<file path="src/rtl/priority_bit_iterator.sv">
// Walks the set bits of an accepted word one beat at a time, highest-first or lowest-first.
// An all-zero word yields a single empty beat.
module priority_bit_iterator #(
  parameter int unsigned WIDTH = 8,
  parameter int unsigned IDX_W = $clog2(WIDTH)
) (
  input  logic             clk_i,
  input  logic             srst_i,
  input  logic [WIDTH-1:0] data_i,
  input  logic             msb_first_i,
  input  logic             data_val_i,
  output logic             data_ready_o,
  output logic [WIDTH-1:0] onehot_o,
  output logic [IDX_W-1:0] index_o,
  output logic             last_o,
  output logic             empty_o,
  output logic             data_val_o,
  input  logic             data_ready_i
);

  typedef enum logic [0:0] {StIdle, StIter} state_e;

  state_e           state_q, state_d;
  logic [WIDTH-1:0] residual_q, residual_d;
  logic             mode_q, mode_d;

  logic [WIDTH-1:0] sel_onehot;
  logic [IDX_W-1:0] sel_idx;
  logic             res_zero;
  logic             res_single;
  logic             in_iter;
  logic             beat_last;

  // Priority pick over the registered residual; the last hit in scan order wins.
  always_comb begin
    sel_onehot = '0;
    sel_idx    = '0;
    if (mode_q) begin
      for (int i = 0; i < int'(WIDTH); i++) begin
        if (residual_q[i]) begin
          sel_onehot    = '0;
          sel_onehot[i] = 1'b1;
          sel_idx       = IDX_W'(i);
        end
      end
    end else begin
      for (int i = int'(WIDTH) - 1; i >= 0; i--) begin
        if (residual_q[i]) begin
          sel_onehot    = '0;
          sel_onehot[i] = 1'b1;
          sel_idx       = IDX_W'(i);
        end
      end
    end
  end

  assign res_zero   = (residual_q == '0);
  assign res_single = !res_zero && ((residual_q & (residual_q - WIDTH'(1))) == '0);
  assign in_iter    = (state_q == StIter);
  assign beat_last  = res_zero | res_single;

  // Outputs depend only on registered state, so they settle to idle values as soon as
  // the asynchronous reset clears the registers.
  assign data_ready_o = !in_iter;
  assign data_val_o   = in_iter;
  assign onehot_o     = in_iter ? sel_onehot : '0;
  assign index_o      = in_iter ? sel_idx : '0;
  assign last_o       = in_iter & beat_last;
  assign empty_o      = in_iter & res_zero;

  always_comb begin
    state_d    = state_q;
    residual_d = residual_q;
    mode_d     = mode_q;
    unique case (state_q)
      StIdle: begin
        if (data_val_i) begin
          residual_d = data_i;
          mode_d     = msb_first_i;
          state_d    = StIter;
        end
      end
      StIter: begin
        if (data_ready_i) begin
          residual_d = residual_q & ~sel_onehot;
          if (beat_last) begin
            state_d = StIdle;
          end
        end
      end
      default: state_d = StIdle;
    endcase
  end

  always_ff @(posedge clk_i or posedge srst_i) begin
    if (srst_i) begin
      state_q    <= StIdle;
      residual_q <= '0;
      mode_q     <= 1'b0;
    end else begin
      state_q    <= state_d;
      residual_q <= residual_d;
      mode_q     <= mode_d;
    end
  end

endmodule
</file>
<file path="config.mk">
export PLATFORM = sky130hd
export DESIGN_NAME = priority_bit_iterator
export DESIGN_NICKNAME = d
export VERILOG_FILES = /design/src/rtl/priority_bit_iterator.sv
export SDC_FILE = /design/constraint.sdc
export NUM_CORES = 1
export LEC_CHECK = 0
export CAP_MARGIN = 20
export CORE_UTILIZATION = 60
export CTS_CLUSTER_SIZE = 40
export DETAILED_ROUTE_END_ITERATION = 10
export DONT_BUFFER_PORTS = 1
export MAX_ROUTING_LAYER = met4
export PLACE_DENSITY = 0.78
export SKIP_LAST_GASP = 1
export SLEW_MARGIN = 20
export SYNTH_ARGS = -nofsm -noshare
export SYNTH_HDL_FRONTEND = slang
export SYNTH_SLANG_ARGS = --single-unit
</file>
<file path="constraint.sdc">
create_clock -name clk_i -period 2.4 [get_ports clk_i]
set_input_delay 0.48 -clock clk_i [delete_from_list [all_inputs] [get_ports clk_i]]
set_output_delay 0.48 -clock clk_i [all_outputs]
set_load 0.1 [all_outputs]
</file>
==> impl_metrics.py, run 1 <==
metrics = {
    "run_status": {
        "haltStage": "global routing (5_1_grt)",
        "status": "aborted with a tool error",
        "firstError": "[ERROR DPL-0038] Utilization greater than 100%, impossible to legalize",
    },
    "floorplan": {
        "die_w_um": 39.3,
        "ioPinCount": 28,
        "rows": 13,
        "die_h_um": 39.3,
        "start_util_pct": 64.1,
    },
    "logic_synthesis": {
        "syn_inst": 115,
        "synth_commonest_cells": "nor2_1, o21ai_0, dfrtp_1, nand2_1, a21oi_1",
        "synth-edff-count": 0,
        "netlist_top_cells_area": "dfrtp_1, o21ai_0, nor2_1, a21oi_1, nand2_1",
        "synth_nets": 128,
        "async_reset_ff_share_pct": 100,
        "yosysMostFrequentCell": "nor2_1",
        "synth_cell_types": 34,
        "syn_avg_cell_area_um2": 7.26,
        "syn_area_um2": 835,
        "synth_top_cell_area_share_pct": 30.0,
        "yosys_warnings": 0,
        "synth_seq_cells": 10,
        "ys.flop_type": "dfrtp_1",
        "yosysSeqAreaShare_pct": 30.0,
        "synth_top_area_cell": "dfrtp_1",
    },
    "place": {
        "portBuffers": 0,
        "hpwlAfterDp_um": 2280,
        "routabilityCongestion": 1.00,
    },
    "clocking": {
        "cts_sinks": 10,
        "cts_buffers": 3,
        "htreeDepth": 1,
        "cts_max_path_buffers": 2,
        "cts_root_buf": "clkbuf_4",
    },
    "global_routing": {
        "grt_max_degree": 15,
    },
    "sta": {
        "crit_endpoint": "last_o",
        "worstEndpointType": "output port",
    },
}
## through the flow
| stage | instance area, µm² | util (%) | hold slack (ps) | setup slack, ps | instances |
|---|---|---|---|---|---|
| 2_1_floorplan | 922 | - | 320 | -583 | 115 |
| 3_3_place_gp | 1200 | 92.0 | 355 | 135 | 144 |
| 3_5_place_dp | 1200 | 92.0 | 365 | 78.9 | 144 |
| 4_1_cts | 1290 | 99.0 | 72.0 | -116 | 150 |
## cells by family after synthesis
kind of cell	after synthesis	synth area share, %
AOI/OAI and AO/OA	41	31.6
buffers and inverters	17	10.5
DFF	10	30.0
muxes	1	1.35
and+or+nand+nor	46	26.5
## timing repair
action                                  4_1_cts
buffers inserted                              2
pin swaps                                     5
endpoints found under the setup margin        8
gates resized for setup                      14
hold buffers                                  0
hold endpoints to repair                      0
==> inputs of run 2 (changes only) <==
--- a/config.mk
+++ b/config.mk
@@ -6,12 +6,11 @@
 export NUM_CORES = 1
 export LEC_CHECK = 0
 export CAP_MARGIN = 20
-export CORE_UTILIZATION = 60
-export CTS_CLUSTER_SIZE = 40
+export CORE_AREA = 2 2 63 65
 export DETAILED_ROUTE_END_ITERATION = 10
+export DIE_AREA = 0 0 65 67
 export DONT_BUFFER_PORTS = 1
-export MAX_ROUTING_LAYER = met4
-export PLACE_DENSITY = 0.78
+export PLACE_DENSITY_LB_ADDON = 0.15
 export SKIP_LAST_GASP = 1
 export SLEW_MARGIN = 20
 export SYNTH_ARGS = -nofsm -noshare
==> run 2 against run 1 <==
  * The flow now finishes, with violations (setup timing)
  * Synthesized area did not move
  * Synthesized cell count unchanged
==> impl_metrics.py, run 2 <==
metrics = {
    "logic_synthesis": {
        "yosysMostFrequentCell": "nor2_1",
        "async_reset_ff_share_pct": 100,
        "synth_top_cell_area_share_pct": 30.0,
        "synth_commonest_cells": "nor2_1, o21ai_0, dfrtp_1, nand2_1, a21oi_1",
        "syn_inst": 115,
        "ys.flop_type": "dfrtp_1",
        "synth_nets": 128,
        "syn_avg_cell_area_um2": 7.26,
        "yosys_warnings": 0,
        "synth_cell_types": 34,
        "synth_top_area_cell": "dfrtp_1",
        "synth_seq_cells": 10,
        "syn_area_um2": 835,
        "synth-edff-count": 0,
        "yosysSeqAreaShare_pct": 30.0,
        "netlist_top_cells_area": "dfrtp_1, o21ai_0, nor2_1, a21oi_1, nand2_1",
    },
    "clocking": {
        "postCtsSetupBuffers": 0,
        "cts_sinks": 10,
        "clk_pin_slew_ps": 40,
        "cts_buffers": 3,
        "htreeDepth": 1,
        "cts_root_buf": "clkbuf_8",
        "clkLatencyLatePin_ps": 230,
        "cts_max_path_buffers": 2,
        "cts_tree": "built",
    },
    "floorplan": {
        "die_w_um": 65,
        "fp.coreArea_um2": 3610,
        "die-area_um2": 4360,
        "rows": 22,
        "start_util_pct": 23.1,
        "ioPinCount": 28,
        "die_h_um": 67,
    },
    "sta": {
        "worstMarginPinSlew_ps": 569,
        "drv_slew": 0,
        "period_share_pct": 100,
        "hold_ws_ps": 104,
        "fin_skew_ps": 1.20,
        "layout_setup_ws_ps": -6.51,
        "max_slew_margin_pct": 61.9,
        "finalSetupViolCount": 1,
        "period_needed_ps": 2410,
        "fin_setup_tns_ps": -6.51,
        "fmaxAchievable_ghz": 0.416,
        "rsz0062_at_grt": "true",
        "finalHoldViolCount": 0,
    },
    "run": {
        "max_cap_viol_count": 0,
    },
    "setup_path": {
        "critical_path.startpoint": "residual_q[3]",
        "crit_buf_inv": 1,
        "reg2regPathDepth": 4,
        "path_class": "register to output port",
        "startpoint_type": "register",
        "crit_end": "last_o",
        "slowest_delay_ps": 550,
        "cp.depth": 4,
        "worst_ep_required_time_ps": 1920,
        "crit_family": "simple AND/OR/NAND/NOR gates",
        "cp_cell_sequence": "or4_4 -> buf_4 -> o211ai_1 -> and3_4",
        "critPathSlowestCell": "or4_4",
        "crit_path_end_kind": "output port",
        "r2r-start": "data_val_o",
        "cp.arrival_ps": 1930,
        "r2r-end": "residual_q[5]",
        "rrSetupSlack_ps": 670,
        "cp_max_fo": 4,
    },
    "finish": {
        "num-nets-final": 149,
        "fin_util_pct": 37.9,
        "largest_reg_flops": 8,
        "max_flop_register": "residual_q",
        "synthToLayoutAreaGrowth_pct": 63.6,
        "drive_above_1_share_pct": 43.7,
        "final_cell_mix": "nor2_1, o21ai_0, buf_4, buf_12, nand2_1",
        "n_antenna_cell": 0,
    },
    "global_routing": {
        "grt_first_pass_wirelength_um": 4330,
        "antenna_found_initial": 0,
        "grtUsageTotal_pct": 13.3,
        "grt_pass1_vias": 921,
        "grt_max_degree": 14,
        "grt_overflow": 0,
    },
    "run_status": {
        "violations": "setup timing",
        "status": "finished with violations",
    },
    "hold_path": {
        "hp-class": "primary input to asynchronous set/reset pin",
    },
    "place": {
        "hpwlAfterDp_um": 2140,
        "portBuffers": 0,
        "routabilityCongestion": 0.786,
    },
    "detailed_routing": {
        "vias": 966,
        "vias_per_cell": 5.28,
        "drt-initial-drc-count": 29,
        "drc": 0,
        "ant_nets": 0,
        "route.detailed.wl_per_inst_um": 15.0,
        "wl_um": 2750,
        "drt_pass1_iterations": 4,
    },
}
run 2: cell counts after synthesis:
No cell type changed its count.
run 2: cell type report:
type / instances / area [µm²]
Fill cell: 351 / 2240
Multi-Input combinational cell: 88 / 629
Timing Repair Buffer: 26 / 337
Sequential cell: 10 / 254
Tap cell: 48 / 60.1
Clock buffer: 4 / 55.1
Inverter: 7 / 30.0
run 2: stage by stage:
stage / cells / setup WS, ps / cell area, µm²
finish: 183 / -6.51 / 1370
floorplan: 115 / -583 / 922
CTS: 183 / -29.3 / 1330
global placement: 179 / 162 / 1250
detailed placement: 179 / 162 / 1250
global route: 183 / -72.3 / 1370
run 2: how the worst min path moves through the flow:
stage / slack, ps / depth (start not counted) / from / end
detailed placement: 370 / 1 / srst_i / residual_q[0]
global placement: 360 / 1 / srst_i / residual_q[0]
CTS: 120 / 1 / srst_i / mode_q
finish: 100 / 1 / srst_i / residual_q[0]
global route: 130 / 1 / srst_i / residual_q[0]
floorplan: 320 / 1 / srst_i / mode_q
run 2: repair_timing:
| action | in CTS | in global routing |
|---|---|---|
| resized for setup | 4 | 8 |
| pin swaps | 2 | 2 |
| cloned | 0 | 0 |
| hold buffers | 0 | 0 |
| setup endpoints to repair | 5 | 7 |
run 2: worst reg2reg max path, delay by kind of cell (launching register included):
family	cells	cell delay (ps)
flip-flops	1	540
AO/OA/AOI/OAI	2	300
buffers and inverters	1	280
AND/OR/NAND/NOR	1	500
run 2: cell families after synthesis:
family / synth area share, %
compound gates: 31.6
buf+inv: 10.5
flops: 30.0
mux: 1.35
simple gates: 26.5
run 2: layer usage:
metal / wire length [µm] / GRT usage (%) / vias up
met5: 0 / 0 / -
met4: 31 / 6.38 / 0
met3: 145 / 1.69 / 4
met2: 1320 / 21.6 / 33
met1: 1250 / 17.3 / 476
li1: - / - / 453
Power of run 2 is left out: the tool's default activity adds up to more than one toggle a clock period on the data nets, which glitch-free logic cannot reach.
